--- config.mk ---
export PLATFORM = sky130hd
export DESIGN_NAME = op_sequencer
export DESIGN_NICKNAME = d
export VERILOG_FILES = /design/src/rtl/op_sequencer.sv
export SDC_FILE = /design/constraint.sdc
export NUM_CORES = 1
export LEC_CHECK = 0
export ABC_AREA = 1
export CAP_MARGIN = 20
export CELL_PAD_IN_SITES_DETAIL_PLACEMENT = 1
export CELL_PAD_IN_SITES_GLOBAL_PLACEMENT = 1
export CORE_UTILIZATION = 40
export DETAILED_ROUTE_END_ITERATION = 12
export GPL_TIMING_DRIVEN = 0
export PLACE_DENSITY_LB_ADDON = 0.1
export SETUP_SLACK_MARGIN = 0.5
export SYNTH_ARGS = -nofsm -noshare
export SYNTH_HDL_FRONTEND = slang
export SYNTH_SLANG_ARGS = --single-unit
--- constraint.sdc ---
create_clock -name clk -period 3.3 [get_ports clk]
set_input_delay 0.66 -clock clk [delete_from_list [all_inputs] [get_ports clk]]
set_output_delay 0.66 -clock clk [all_outputs]
set_load 0.005 [all_outputs]
--- src/rtl/op_sequencer.sv ---
// Five-state operand sequencer: reads two registers, runs a 16-bit ALU op on A and shifted B,
// writes the result back. Outputs are registered and decoded from the next state.
module op_sequencer (
    input  logic        clk,
    input  logic        reset,
    input  logic        s,
    input  logic [1:0]  op,
    input  logic [1:0]  shift,
    input  logic [2:0]  rn,
    input  logic [2:0]  rm,
    input  logic [2:0]  rd,
    input  logic [15:0] rdata,
    output logic [2:0]  readnum,
    output logic [2:0]  writenum,
    output logic        write,
    output logic [15:0] wdata,
    output logic        w,
    output logic        Z,
    output logic        N,
    output logic        V
);

    localparam int unsigned DW = 16;
    localparam int unsigned RW = 3;

    typedef enum logic [2:0] {
        ST_WAIT = 3'd0,
        ST_GETA = 3'd1,
        ST_GETB = 3'd2,
        ST_ALU  = 3'd3,
        ST_WB   = 3'd4
    } state_t;

    localparam logic [1:0] OP_ADD = 2'b00;
    localparam logic [1:0] OP_SUB = 2'b01;
    localparam logic [1:0] OP_AND = 2'b10;
    localparam logic [1:0] OP_NOT = 2'b11;

    localparam logic [1:0] SH_NONE = 2'b00;
    localparam logic [1:0] SH_LSL  = 2'b01;
    localparam logic [1:0] SH_LSR  = 2'b10;
    localparam logic [1:0] SH_ASR  = 2'b11;

    state_t          state_q, state_d;
    logic [RW-1:0]   rn_q, rn_d, rm_q, rm_d, rd_q, rd_d;
    logic [1:0]      op_q, op_d, shift_q, shift_d;
    logic [DW-1:0]   a_q, a_d, b_q, b_d, c_q, c_d;
    logic            z_q, z_d, n_q, n_d, v_q, v_d;
    logic [RW-1:0]   readnum_q, readnum_d, writenum_q, writenum_d;
    logic            write_q, write_d, w_q, w_d;

    logic [DW-1:0]   b_sh;
    logic [DW-1:0]   alu_res;
    logic            alu_v;

    // B-operand shifter
    always_comb begin
        b_sh = b_q;
        case (shift_q)
            SH_NONE: b_sh = b_q;
            SH_LSL:  b_sh = {b_q[DW-2:0], 1'b0};
            SH_LSR:  b_sh = {1'b0, b_q[DW-1:1]};
            SH_ASR:  b_sh = {b_q[DW-1], b_q[DW-1:1]};
            default: b_sh = b_q;
        endcase
    end

    // ALU with signed-overflow detection for add/sub only
    always_comb begin
        alu_res = '0;
        alu_v   = 1'b0;
        case (op_q)
            OP_ADD: begin
                alu_res = DW'(a_q + b_sh);
                alu_v   = (a_q[DW-1] == b_sh[DW-1]) && (alu_res[DW-1] != a_q[DW-1]);
            end
            OP_SUB: begin
                alu_res = DW'(a_q - b_sh);
                alu_v   = (a_q[DW-1] != b_sh[DW-1]) && (alu_res[DW-1] != a_q[DW-1]);
            end
            OP_AND:  alu_res = a_q & b_sh;
            OP_NOT:  alu_res = ~b_sh;
            default: alu_res = '0;
        endcase
    end

    // Next-state, datapath and output decode
    always_comb begin
        state_d    = state_q;
        rn_d       = rn_q;
        rm_d       = rm_q;
        rd_d       = rd_q;
        op_d       = op_q;
        shift_d    = shift_q;
        a_d        = a_q;
        b_d        = b_q;
        c_d        = c_q;
        z_d        = z_q;
        n_d        = n_q;
        v_d        = v_q;
        readnum_d  = '0;
        writenum_d = '0;
        write_d    = 1'b0;
        w_d        = 1'b0;

        case (state_q)
            ST_WAIT: begin
                if (s) begin
                    rn_d    = rn;
                    rm_d    = rm;
                    rd_d    = rd;
                    op_d    = op;
                    shift_d = shift;
                    state_d = ST_GETA;
                end
            end
            ST_GETA: begin
                a_d     = rdata;
                state_d = ST_GETB;
            end
            ST_GETB: begin
                b_d     = rdata;
                state_d = ST_ALU;
            end
            ST_ALU: begin
                c_d     = alu_res;
                z_d     = (alu_res == '0);
                n_d     = alu_res[DW-1];
                v_d     = alu_v;
                state_d = ST_WB;
            end
            ST_WB:   state_d = ST_WAIT;
            default: state_d = ST_WAIT;
        endcase

        // Outputs for the cycle we are about to enter, so they can be registered
        case (state_d)
            ST_WAIT: w_d = 1'b1;
            ST_GETA: readnum_d = rn_d;
            ST_GETB: readnum_d = rm_d;
            ST_WB: begin
                write_d    = 1'b1;
                writenum_d = rd_d;
            end
            default: w_d = 1'b0;
        endcase
    end

    always_ff @(posedge clk) begin
        if (reset) begin
            state_q    <= ST_WAIT;
            rn_q       <= '0;
            rm_q       <= '0;
            rd_q       <= '0;
            op_q       <= '0;
            shift_q    <= '0;
            a_q        <= '0;
            b_q        <= '0;
            c_q        <= '0;
            z_q        <= 1'b0;
            n_q        <= 1'b0;
            v_q        <= 1'b0;
            readnum_q  <= '0;
            writenum_q <= '0;
            write_q    <= 1'b0;
            w_q        <= 1'b1;
        end else begin
            state_q    <= state_d;
            rn_q       <= rn_d;
            rm_q       <= rm_d;
            rd_q       <= rd_d;
            op_q       <= op_d;
            shift_q    <= shift_d;
            a_q        <= a_d;
            b_q        <= b_d;
            c_q        <= c_d;
            z_q        <= z_d;
            n_q        <= n_d;
            v_q        <= v_d;
            readnum_q  <= readnum_d;
            writenum_q <= writenum_d;
            write_q    <= write_d;
            w_q        <= w_d;
        end
    end

    assign readnum  = readnum_q;
    assign writenum = writenum_q;
    assign write    = write_q;
    assign wdata    = c_q;
    assign w        = w_q;
    assign Z        = z_q;
    assign N        = n_q;
    assign V        = v_q;

endmodule

==> results of run 1 <==
kinds of logic after synthesis:
group                    Yosys count  share of synthesized area
AO/OA/AOI/OAI                    158                      0.170
flip-flops                        71                      0.277
XOR/XNOR                           2                    0.00341
AND/OR/NAND/NOR                  404                      0.329
adder cells (fa/ha/maj)           33                     0.0833
multiplexers                       2                    0.00390
buffers and inverters            175                      0.134
sequential cells by signal (all words and copies together) (netlist names):
signal and cells:
a_q 16, b_q 16, wdata 16, rd_q 3
readnum 3, rm_q 3, state_q 3, writenum 3
op_q 2, shift_q 2, V 1, Z 1
w 1, write 1
per-layer routing:
metal  track usage  share of wire  vias to the layer above
met5             0              0                        -
met1         0.388           0.42                     3109
met4        0.0987          0.044                        0
li1              -              -                     2927
met2         0.551           0.49                      245
met3        0.0559          0.050                       89
worst min-delay path by stage:
stage               endpoint  slack, ps  cells after the start
floorplan             a_q[2]        450                      2
global placement           Z        460                      2
detailed placement         Z        470                      2
CTS                  a_q[10]        480                      2
global route               Z        520                      2
finish                     Z        500                      2
worst reg2reg max path: stages (launching register included):
cell and delay (ps):
dfxtp_4 400, nor2_4 180, buf_6 150, nand2_1 70, nand3_2 110, inv_2 70, ha_4 270, buf_8 150
nand2_1 130, nor2_2 170, nand2_1 130, nand4_1 120, a21oi_1 110, nor2_2 240, nand3_2 140, nor2_4 170
nand4_1 170, a21oi_2 170
cells in the mapped netlist, types with 4 or more instances:
cell type,count
clkbuf_1,20
nand3_1,73
inv_2,5
nor2_1,73
buf_2,12
ha_1,31
o21bai_1,4
dfxtp_1,71
a22oi_1,8
o211ai_1,4
nor3_1,11
nand4_1,9
nand2_1,222
nor2_2,4
a21oi_1,69
inv_1,132
o21ai_0,57
o221ai_1,5
power breakdown:
| part | internal [mW] | total (mW) | switching [mW] | leakage, nW |
|---|---|---|---|---|
| Sequential | 0.933 | 1.02 | 0.0902 | 0.581 |
| Combinational | 0.978 | 2.58 | 1.60 | 2.66 |
| Clock | 0.683 | 1.08 | 0.397 | 0.156 |
| Total | 2.59 | 4.68 | 2.09 | 3.40 |
cell usage in the layout (no fill, tap or decap), types with 18 or more instances in the layout:
cell type	instances
a21oi_1	59
nor2_1	53
nand3_1	46
clkdlybuf4s50_1	57
o21ai_0	55
clkbuf_1	21
inv_2	26
dfxtp_1	69
ha_1	18
buf_4	33
nand2_1	172
nand3_2	27
nand2_2	48
inv_1	108
area by class of cell:
type	instances	area share
sequential	71	0.192
inverter	139	0.0731
clock inverter	5	0.0109
clock buffer	11	0.0326
buffer	36	0.0340
timing repair buffer	95	0.117
tap	172	0.0289
multi-input combinational	600	0.511
repair_timing:
action,in CTS,in global routing
cloned,1,4
gates resized for setup,62,185
pin swaps,11,76
setup buffers,6,28
endpoints found under the setup margin,11,8
==> impl_metrics.py, run 1 <==
metrics = {
    "route": {
        "dr.first_iter.drc_count": 416,
        "routed_wl_mm": 24.7,
        "dr.pass1.iters": 5,
        "viasPerCell": 5.64,
        "ant_nets": 0,
        "post_drt_wl_per_cell_um": 21.8,
        "drc": 0,
        "vias": 6370,
    },
    "setup_path": {
        "crit_fanout": 8,
        "startpoint": "shift_q[1]",
        "crit_chain": "nor2_4, buf_6, nand2_1, nand3_2, inv_2, ha_4, buf_8, nand2_1, nor2_2, nand2_1, nand4_1, a21oi_1, nor2_2, nand3_2, nor2_4, nand4_1, a21oi_2",
        "endpoint_kind": "flip-flop",
        "reg2reg_slack_ps": 300,
        "cp.depth": 17,
        "critPathRequiredTime_ps": 3570,
        "cp_common_cell": "nand2_1",
        "cp-start-kind": "flip-flop",
        "worstReg2RegEnd": "Z",
        "worstRegToRegCells": 17,
        "r2r_start": "shift_q[1]",
        "worstPathArrival_ps": 3280,
        "critPathBufInv": 3,
        "critPathKind": "flip-flop to flip-flop",
        "path_delay_family": "simple AND/OR/NAND/NOR gates",
        "max_stage_delay_ps": 400,
        "cpMaxStageDelayCell": "dfxtp_4",
        "endpoint": "Z",
    },
    "yosys": {
        "ys_warn_count": 0,
        "synthCells": 845,
        "ys.flop_type": "dfxtp_1",
        "synth_edf_count": 0,
        "yosys.area.top_type": "dfxtp_1",
        "syn_area_per_cell_um2": 6.08,
        "synth.area.top_cells": "dfxtp_1 28%, nand2_1 16%, inv_1 9.6%",
        "synth_area_um2": 5140,
        "ys_ff_latch": 71,
        "synth_cell_types": 38,
        "synth-async-reset-ratio": 0,
        "synth_nets": 910,
        "synth_top_area_frac": 0.277,
        "seq_area_frac_synth": 0.277,
    },
    "timing": {
        "relSlewSlack": 0.537,
        "whs_ps": 498,
        "setup_viol": 0,
        "tightest_slew_ps": 694,
        "setup_slack_ps": 295,
        "clock.fmax_ghz": 0.333,
        "fin_crit_ps": 3000,
        "post-route-period-util": 0.911,
        "finalHoldViolCount": 0,
        "worst_clock_skew_ps": 7.70,
        "final.setup.tns_ps": 0,
        "rsz0062_at_grt": "yes",
        "final_max_slew_viol_count": 0,
    },
    "cts": {
        "root_buffer": "clkbuf_16",
        "insertion_delay_ps": 340,
        "cts_tree": "yes",
        "path_clk_slew_ps": 60,
        "cts_htree_levels": 3,
        "clockBufferDepth": 2,
        "postCtsHoldBufs": 0,
        "clock_sinks": 71,
        "cts_buffers": 9,
    },
    "finish": {
        "final_util": 0.592,
        "nNetsFinal": 1017,
        "seq_area_um2": 1430,
        "nFillCells": 1602,
        "diodes": 0,
        "fin_area_um2": 7440,
        "fin_cells": 1129,
        "multiInputGateArea_um2": 3800,
        "layout-drive-gt1-share": 0.260,
        "area_delta_synth_final_pct": 44.8,
    },
    "placed_design": {
        "dp_cells": 1074,
        "placed_area_um2": 5920,
        "port_buffers": 57,
        "post-dp-hpwl_mm": 15.3,
        "place.gp.congestion": 0.909,
        "pre_cts_slack_ps": 38.3,
    },
    "worst_hold_path": {
        "worstHoldStart": "Z",
        "hold_path.class": "flip-flop to flip-flop",
    },
    "die": {
        "die_h_um": 115,
        "rows": 41,
        "die-area_um2": 13300,
        "initial_core_util": 0.409,
        "core_area_um2": 12600,
        "io_pins": 59,
        "dieWidth_um": 115,
    },
    "grt": {
        "grt_max_degree": 13,
        "grt_usage": 0.314,
        "grt_pass1_vias": 6064,
        "antenna_found_initial": 0,
        "grt-ovfl-total": 0,
        "grt_pass1_wl_mm": 31.5,
    },
    "power_and_ir_drop": {
        "finalPower_mw": 4.68,
        "p_leak_nw": 3.40,
        "power.density_nw_per_um2": 629,
        "ir_drop_mv": 0.351,
    },
    "job": {
        "cap_violations": 0,
    },
    "status": {
        "status": "completed",
    },
}
No activity file was read; power rests on OpenSTA's default activity.
==> inputs of run 2 (changes only) <==
- CTS_CLUSTER_DIAMETER: default -> 200
==> results of run 2 <==
Final layout, timing and power as in run 1 (identical DEF).
==> inputs of run 3 (changes only) <==
- CTS_CLUSTER_SIZE: default -> 20
==> results of run 3 <==
Final layout, timing and power as in run 1 (identical DEF).
